--- src/rtl/cover_toggle_sched.sv ---
// cover_toggle_sched: OR-accumulates per-group toggle hits and serialises them round-robin into one cover-index stream.
// Optional macro COVER_TOGGLE_DEDUP_EN adds a seen bitmap so each index is emitted at most once after reset.
module cover_toggle_sched #(
    parameter int          NUM_SRC     = 4,
    parameter int          WIDTH       = 29,
    parameter logic [63:0] COVER_INDEX = 64'd0,
    parameter logic [63:0] COVER_TOTAL = 64'd8940
) (
    input  logic                     clock,
    input  logic                     reset,
    input  logic [NUM_SRC*WIDTH-1:0] src_valid,
    output logic                     out_valid,
    input  logic                     out_ready,
    output logic [63:0]              out_index,
    output logic                     busy
);
    localparam int SW = (NUM_SRC > 1) ? $clog2(NUM_SRC) : 1;
    localparam int BW = (WIDTH > 1) ? $clog2(WIDTH) : 1;
    localparam logic [SW:0] NSRC = (SW+1)'(NUM_SRC);

    typedef enum logic {IDLE, EMIT} state_t;

    state_t           r_state;
    state_t           w_state_next;
    logic [WIDTH-1:0] w_pending [NUM_SRC];
    logic [WIDTH-1:0] r_gmask;
    logic [WIDTH-1:0] w_gmask_next;
    logic [SW-1:0]    r_cur;
    logic [SW-1:0]    w_cur_next;
    logic [SW-1:0]    r_rr_ptr;
    logic [SW-1:0]    w_rr_ptr_next;
    logic [63:0]      r_out_index;
    logic             r_busy;

    logic             w_fire;
    logic [BW-1:0]    w_bit;
    logic [BW-1:0]    w_bit_next;
    logic [WIDTH-1:0] w_clr_onehot;
    logic [NUM_SRC-1:0] w_nz;
    logic [NUM_SRC-1:0] w_nz_next;
    logic [NUM_SRC-1:0] w_nz_rot;
    logic             w_grant_found;
    logic [SW-1:0]    w_grant_ofs;
    logic [SW:0]      w_grant_sum;
    logic [SW-1:0]    w_grant_src;

    function automatic logic [BW-1:0] lowest_set(input logic [WIDTH-1:0] v);
        logic [BW-1:0] pos;
        pos = '0;
        for (int i = WIDTH - 1; i >= 0; i--) begin
            if (v[i]) pos = BW'(i);
        end
        return pos;
    endfunction

    assign out_valid    = (r_state == EMIT);
    assign out_index    = r_out_index;
    assign busy         = r_busy;
    assign w_fire       = (r_state == EMIT) && out_ready;
    assign w_bit        = lowest_set(r_gmask);
    assign w_clr_onehot = w_fire ? (WIDTH'(1) << w_bit) : '0;
    assign w_bit_next   = lowest_set(w_gmask_next);

    genvar gi;
    generate
        for (gi = 0; gi < NUM_SRC; gi++) begin : g_src
            logic [WIDTH-1:0] r_pend;
            logic [WIDTH-1:0] w_clr;
            logic [WIDTH-1:0] w_hit;
            logic [WIDTH-1:0] w_pend_next;

            assign w_clr = (r_cur == SW'(gi)) ? w_clr_onehot : '0;
`ifdef COVER_TOGGLE_DEDUP_EN
            logic [WIDTH-1:0] r_seen;
            // Masking with w_clr too keeps a same-cycle re-hit from re-arming the bit being retired.
            assign w_hit = src_valid[gi*WIDTH +: WIDTH] & ~(r_seen | w_clr);

            always_ff @(posedge clock) begin
                if (reset) r_seen <= '0;
                else       r_seen <= r_seen | w_clr;
            end
`else
            assign w_hit = src_valid[gi*WIDTH +: WIDTH];
`endif
            // New hits win over the handshake clear.
            assign w_pend_next   = (r_pend & ~w_clr) | w_hit;
            assign w_pending[gi] = r_pend;
            assign w_nz[gi]      = |r_pend;
            assign w_nz_next[gi] = |w_pend_next;

            always_ff @(posedge clock) begin
                if (reset) r_pend <= '0;
                else       r_pend <= w_pend_next;
            end
        end
    endgenerate

    // Round-robin search: rotate the nonzero flags so rr_ptr lands at bit 0, then take the lowest.
    assign w_nz_rot = NUM_SRC'({w_nz, w_nz} >> r_rr_ptr);

    always_comb begin
        w_grant_found = |w_nz;
        w_grant_ofs   = '0;
        for (int i = NUM_SRC - 1; i >= 0; i--) begin
            if (w_nz_rot[i]) w_grant_ofs = SW'(i);
        end
        w_grant_sum = {1'b0, r_rr_ptr} + {1'b0, w_grant_ofs};
        w_grant_src = (w_grant_sum >= NSRC) ? SW'(w_grant_sum - NSRC) : SW'(w_grant_sum);
    end

    always_comb begin
        w_state_next  = r_state;
        w_gmask_next  = r_gmask;
        w_cur_next    = r_cur;
        w_rr_ptr_next = r_rr_ptr;
        case (r_state)
            IDLE: begin
                if (w_grant_found) begin
                    w_cur_next   = w_grant_src;
                    w_gmask_next = w_pending[w_grant_src];
                    w_state_next = EMIT;
                end
            end
            EMIT: begin
                if (w_fire) begin
                    w_gmask_next = r_gmask & ~w_clr_onehot;
                    if (w_gmask_next == '0) begin
                        w_state_next  = IDLE;
                        w_rr_ptr_next = (r_cur == SW'(NUM_SRC - 1)) ? '0 : r_cur + SW'(1);
                    end
                end
            end
            default: w_state_next = IDLE;
        endcase
    end

    always_ff @(posedge clock) begin
        if (reset) begin
            r_state     <= IDLE;
            r_gmask     <= '0;
            r_cur       <= '0;
            r_rr_ptr    <= '0;
            r_out_index <= '0;
            r_busy      <= 1'b0;
        end else begin
            r_state  <= w_state_next;
            r_gmask  <= w_gmask_next;
            r_cur    <= w_cur_next;
            r_rr_ptr <= w_rr_ptr_next;
            r_busy   <= (w_state_next == EMIT) || (|w_nz_next);
            if (w_state_next == EMIT) begin
                r_out_index <= COVER_INDEX + 64'(w_cur_next) * 64'(WIDTH) + 64'(w_bit_next);
            end
        end
    end

`ifndef SYNTHESIS
    localparam bit RANGE_OK = (COVER_INDEX + 64'(NUM_SRC * WIDTH)) <= COVER_TOTAL;

    always_ff @(posedge clock) begin
        if (!reset) begin
            assert (RANGE_OK)
            else $error("cover_toggle_sched: COVER_INDEX+NUM_SRC*WIDTH exceeds COVER_TOTAL");
        end
    end
`endif

endmodule

--- config.mk ---
export PLATFORM = sky130hd
export DESIGN_NAME = cover_toggle_sched
export DESIGN_NICKNAME = d
export VERILOG_FILES = /design/src/rtl/cover_toggle_sched.sv
export SDC_FILE = /design/constraint.sdc
export NUM_CORES = 1
export LEC_CHECK = 0
export ABC_AREA = 1
export ABC_CLOCK_PERIOD_IN_PS = 9700
export CAP_MARGIN = 40
export CORE_MARGIN = 5
export CORE_UTILIZATION = 57
export CTS_CLUSTER_SIZE = 25
export DETAILED_ROUTE_END_ITERATION = 10
export PLACE_DENSITY = 0.87
export SYNTH_ARGS = -nofsm -noshare
export SYNTH_HDL_FRONTEND = slang
export SYNTH_SLANG_ARGS = --single-unit
--- constraint.sdc ---
create_clock -name clock -period 9.7 [get_ports clock]
set_input_delay 2.425 -clock clock [delete_from_list [all_inputs] [get_ports clock]]
set_output_delay 2.425 -clock clock [all_outputs]
set_load 0.03 [all_outputs]
==> run metrics, run 1 <==
startpoint types flip-flop; M1 WL 13.8 mm; Setup CP Type flip-flop to flip-flop; crit end category flip-flop; cell taking the most area after synthesis dfxtp_1; Max Clock Skew around 0.008 ns; Synth Area per Inst around 6.5 um2; Hold WS 0.507 ns; Slew @ Worst Pin 0.833 ns; via count 10.7k; Nets 1718; CTS Hold Bufs 0; Die X 140 um; Sum Neg Setup Slack 0 ns; number of global-route vias before repair 9952; Routability Congestion 0.982; Cells after Synth roughly 1.5k; Clock Latency Late Sink approximately 0.44 ns; unrepaired setup endpoints after global routing no; Core Box Area 16600 um2; Final setup violation count 0; worst min-delay path category flip-flop to flip-flop; required time of the worst setup path about 10 ns; Period Utilization, post-route 71.7%; MaxCap Viol Count 0; Final Hold Viols 0; Slew Limit Headroom 44.0%; TritonCTS clock tree yes; # rows 47; DRC errors left 0; die height 140 um; final WL 35.9 mm; clk sinks 158; synth warn 0; routed wl met2 15.6 mm; clock buffer depth 2; largest net degree at the start of global routing 72; setup repair bufs after CTS 0; Final ANT Viol Nets 0; hpwl dp 27.3 mm; area grow syn2layout 18.6%; post-route minimum period 6.96 ns; die area around 20000 um2; gr ovfl total 0; Inserted Diodes 0; drt first pass iters 7; maximum VDD drop 0.146 mV; Reg clk slew, reported paths 0.07 ns; gr usage total between 30% and 40%; CP max FO 42; post-DR vias/cell 5.87; Unique masters post-synth between 40 and 50; Initial Util 58.2%; Achievable Freq 144 MHz; first-pass GRT wire length about 54 mm; initial drt markers 1651; most used cell, CP nand2_1; WP data arrival 7.29 ns; CP max stage cell ha_2; Final Slew Violations 0; Largest stage delay, worst path 0.87 ns; initial antenna violation count 0; Max Used Layer met4; top-level port count about 190; Routed wire per std cell 19.8 um; post_cts resized 0; Mapped Area 9650 um2; H-Tree Level Count 4; status finished, final reports clean; P_leak between 4 and 5 nW; synth top area cells dfxtp_1, nand2_1, nor2_1; sequential fraction of the synthesis area 32.8%; synthesized flop and latch total between 150 and 200; clk root buf clkbuf_16; Synth top area share 32.8%; CTS Buf Count 17; met3 wire len 4.20 mm; final design utilization 69.0%; layout cells sized above 1 7.96%; port bufs 127; Cell Pwr Density 162 nW/um2
## per-stage QoR
stage	cells	power (mW)	setup slack [ns]	instance area, um2
floorplan	1538	1.04	3.69	9860
global placement	1782	1.17	2.59	10800
detailed placement	1784	1.18	2.49	10900
CTS	1816	1.84	2.94	11400
global route	1816	1.92	2.27	11400
finish	1816	1.85	2.74	11400
## synth_stat cells, drive strengths merged
cell	instances
nand3b	1
nand4	45
clkbuf	40
nor2	258
fa	3
xnor2	1
o311ai	1
inv	147
a21oi	134
o211ai	21
a21o	1
nor3	13
mux2	34
and3	1
nand3	46
o21ai	64
dfxtp	158
nor4	39
xor2	2
and2	1
a211oi	4
or4	3
or2	2
clkinv	2
a31oi	3
o22ai	2
o2111ai	4
conb	1
o21bai	2
o221ai	2
nand2	363
a21boi	1
ha	13
buf	70
## layer usage
metal,vias to the layer above,track usage [%]
met5,-,0
met2,731,54.2
met4,0,19.4
met1,4854,45.5
met3,145,8.79
li1,4937,-
## final timing paths
path	startpoint	end	slack, ns	cells past startpoint
worst max-delay path	g_src[1].r_pend[17]$_SDFF_PP0_	out_index[6]$_SDFFE_PP0P_	2.74	30
worst min-delay path	out_index[5]$_SDFFE_PP0P_	out_index[5]$_SDFFE_PP0P_	0.51	2
worst max register to register	g_src[1].r_pend[17]$_SDFF_PP0_	out_index[6]$_SDFFE_PP0P_	2.74	30
worst min register to register	out_index[5]$_SDFFE_PP0P_	out_index[5]$_SDFFE_PP0P_	0.51	2
## sequential cells by signal (all words and copies together) (netlist names)
| name | flops |
|---|---|
| out_index | 7 |
| out_valid | 1 |
| r_gmask | 29 |
| r_rr_ptr | 2 |
| g_src.r_pend | 116 |
| busy | 1 |
| r_cur | 2 |
## where the power goes
group / leakage (nW) / internal (mW) / switching (mW)
Sequential: 1.32 / 0.697 / 0.0458
Clock: 0.267 / 0.372 / 0.303
Combinational: 3.10 / 0.154 / 0.281
Total: 4.68 / 1.22 / 0.629
## kinds of logic after synthesis
family | after synthesis | share of synthesized area (%)
muxes | 34 | 3.97
and+or+nand+nor | 772 | 34.5
xor gates and xnor gates | 3 | 0.272
buffers and inverters | 259 | 12.5
DFF | 158 | 32.8
adders and majority gates | 16 | 2.31
other | 1 | 0.0389
AOI/OAI and AO/OA | 239 | 13.6
## critical path, delay by kind of cell, from the launching register on
kind,cells,cell delay [ns]
simple gates,11,2.25
fa+ha+maj,3,1.74
compound gates,11,1.67
buf+inv,5,0.83
flops,1,0.33
## layout by cell type, fill, tap and decap left out, types with 3 or more instances in the layout
| cell | instances |
|---|---|
| a211oi_1 | 4 |
| a21oi_1 | 133 |
| a31oi_1 | 3 |
| buf_4 | 8 |
| clkbuf_16 | 17 |
| clkdlybuf4s50_1 | 126 |
| clkinvlp_4 | 6 |
| conb_1 | 57 |
| dfxtp_1 | 158 |
| fa_1 | 3 |
| ha_1 | 12 |
| inv_1 | 132 |
| inv_2 | 15 |
| inv_6 | 4 |
| mux2_2 | 34 |
| nand2_1 | 352 |
| nand2_2 | 6 |
| nand2_4 | 5 |
| nand3_1 | 46 |
| nand4_1 | 45 |
| nor2_1 | 240 |
| nor2_2 | 16 |
| nor3_1 | 12 |
| nor4_1 | 37 |
| o2111ai_1 | 4 |
| o211ai_1 | 21 |
| o21ai_0 | 54 |
| o21ai_1 | 9 |
| or4_1 | 3 |
## final cells by class
| type | instances | area, um2 |
|---|---|---|
| clock inverter | 13 | 130 |
| timing repair buffer | 136 | 1360 |
| sequential | 158 | 3160 |
| tap | 220 | 275 |
| fill | 1495 | 5140 |
| inverter | 149 | 559 |
| multi-input combinational | 1121 | 5500 |
| clock buffer | 19 | 453 |
Note: power is estimated with default switching activity, not from simulation.
==> run 2: changes to the inputs <==
- ABC_CLOCK_PERIOD_IN_PS: 9700 -> 7100
- CORE_UTILIZATION: 57 -> 53
- PLACE_DENSITY: 0.87 -> 0.81
- clock period: 9.7 -> 7.1 ns (I/O delays scaled with it)
==> run metrics, run 2 (synthesized netlist as in run 1, its figures left out) <==
drt first pass iters 8 (+1); CP max stage cell ha_2; multi-input logic area 5500 um2 (unchanged); post_cts resized 0 (unchanged); crit end category flip-flop; worst reg-to-reg setup slack 0.67 ns (-2.07 ns); met1 Use GR 42.3% (-3.2 points); Final setup violation count 0 (unchanged); Achievable Freq 156 MHz (+8.3%); max reg flops 116 (unchanged); gr usage total 32.2% (-3.1 points); clk root buf clkbuf_16; clock buffer depth 2 (unchanged); largest net degree at the start of global routing 70 (-2.8%); H-Tree Level Count 4 (unchanged); Slew Limit Headroom 45.5% (+1.6 points); Nets 1724 (+0.35%); setup repair bufs after CTS 0 (unchanged); die area 21000 um2 (+7.0%); fillers 1672 (+12%); gr ovfl total 0 (unchanged); post-route minimum period 6.43 ns (-0.531 ns); DRC errors left 0 (unchanged); switching share of power 33.2% (-0.77 points); P_leak 4.72 nW (+0.65%); final design utilization 63.8% (-5.2 points); Core Box Area 18000 um2 (+8.3%); Die X 145 um (+3.4%); Largest stage delay, worst path 0.71 ns (-0.16 ns); Reg clk slew, reported paths 0.07 ns (about the same); most used cell, CP nand2_1; hpwl dp 27.0 mm (-0.97%); CTS Buf Count 17 (unchanged); sequential cell area 3160 um2 (unchanged); Sum Neg Setup Slack 0 ns (unchanged); TritonCTS clock tree yes; Routability Congestion 1.06 (+8.4%); met2 Use GR 49.3% (-4.9 points); via count 10.8k (+1.1%); Final ANT Viol Nets 0 (unchanged); worst min-delay path category flip-flop to flip-flop; met3 usage in global routing 7.70% (-1.1 points); post-DR vias/cell 5.89 (+0.31%); Pint 1.67 mW (+37%); port bufs 127 (unchanged); Sw Pwr 0.830 mW (+32%); Initial Util 53.7% (-4.5 points); Hold WS 0.507 ns (+0.000529 ns); commonest non-fill, non-tap cell in the layout nand2_1; Setup CP Type flip-flop to flip-flop; final WL 35.3 mm (-1.6%); # rows 49 (+4.3%); unrepaired setup endpoints after global routing no; Clock Latency Late Sink 0.44 ns (about the same); die height 145 um (+3.4%); status finished, final reports clean; share of total power in the clock network 35.6% (-0.8 points); Final Slew Violations 0 (unchanged); Period Utilization, post-route 90.5% (+19 points); area grow syn2layout 18.8%; Slew @ Worst Pin 0.810 ns (-0.0234 ns); GRT Max-Usage Layer met2; CP max FO 28 (-33%); WP data arrival 6.75 ns (-0.54 ns); highest-count cells in the layout ignoring fill and taps nand2_1, nor2_1, dfxtp_1, a21oi_1, inv_1; initial antenna violation count 0 (unchanged); Max Clock Skew 0.00785 ns (-0.000283 ns); maximum VDD drop 0.247 mV (+69%); MaxCap Viol Count 0 (unchanged); clk sinks 158 (unchanged); first-pass GRT wire length 54.2 mm (+0.26%); Cell Pwr Density 218 nW/um2 (+35%); initial drt markers 1664 (+0.79%); Final Hold Viols 0 (unchanged); CTS Hold Bufs 0 (unchanged); Routed wire per std cell 19.3 um (-2.3%); Largest Register g_src.r_pend; number of global-route vias before repair 10.0k (+0.77%); Logic pwr share 23.7% (+0.2 points); top-level port count 185 (unchanged); Reg power frac 40.7% (+0.6 points); layout cells sized above 1 8.18% (+0.22 points); Inserted Diodes 0 (unchanged); startpoint types flip-flop; setup ws final 0.672 ns (-2.07 ns); required time of the worst setup path 7.42 ns (-2.61 ns); Post-Place Worst Slack 0.608 ns (-1.88 ns)
==> run 2: cell count changes in the layout (fill, tap and decap cells not counted), sizes merged <==
cell | previous run | this run
buf | 10 | 16
inv | 152 | 148
clkinv | 3 | 6
clkbuf | 19 | 21
clkinvlp | 6 | 4
==> run 2: worst max-delay path: cells and delay by family, from the launching register on <==
kind	cells	cell delay, ns
simple gates	14	2.55
fa+ha+maj	3	1.57
compound gates	10	1.33
buf+inv	3	0.48
flops	1	0.35
==> run 2: power groups by stage <==
stage,Clock (mW),Sequential [mW],Combinational (mW)
finish,0.889,1.02,0.593
floorplan,0,1.02,0.400
global route,0.923,1.02,0.646
global placement,0,1.03,0.569
CTS,0.884,1.01,0.579
detailed placement,0,1.03,0.575
==> run 2: cell type report <==
| type | count | share of cell area, % |
|---|---|---|
| Tap cell | 229 | 2.50 |
| Sequential cell | 158 | 27.6 |
| Clock buffer | 21 | 4.10 |
| Clock inverter | 10 | 0.775 |
| Inverter | 149 | 4.88 |
| Multi-Input combinational cell | 1121 | 47.9 |
| Timing Repair Buffer | 142 | 12.2 |
==> run 2: worst paths after layout <==
| kind | cells past startpoint | startpoint | end |
|---|---|---|---|
| worst min register to register | 2 | g_src[0].r_pend[0]$_SDFF_PP0_ | g_src[0].r_pend[0]$_SDFF_PP0_ |
| worst max register to register | 30 | g_src[3].r_pend[16]$_SDFF_PP0_ | out_index[6]$_SDFFE_PP0P_ |
| worst max-delay path | 30 | g_src[3].r_pend[16]$_SDFF_PP0_ | out_index[6]$_SDFFE_PP0P_ |
| worst min-delay path | 2 | g_src[0].r_pend[0]$_SDFF_PP0_ | g_src[0].r_pend[0]$_SDFF_PP0_ |
==> run 2: metrics by stage <==
step                cell area [um2]  power, mW  instances
floorplan                      9860       1.42       1538
global placement              10900       1.60       1798
detailed placement            10900       1.61       1799
CTS                           11500       2.48       1830
global route                  11500       2.59       1830
finish                        11500       2.50       1830
==> run 2: routing by layer <==
| metal | routed length [um] | vias to the layer above |
|---|---|---|
| met1 | 13800 | 4929 |
| met4 | 2050 | 0 |
| met3 | 4260 | 132 |
| met5 | 0 | - |
| met2 | 15200 | 765 |
| li1 | - | 4957 |
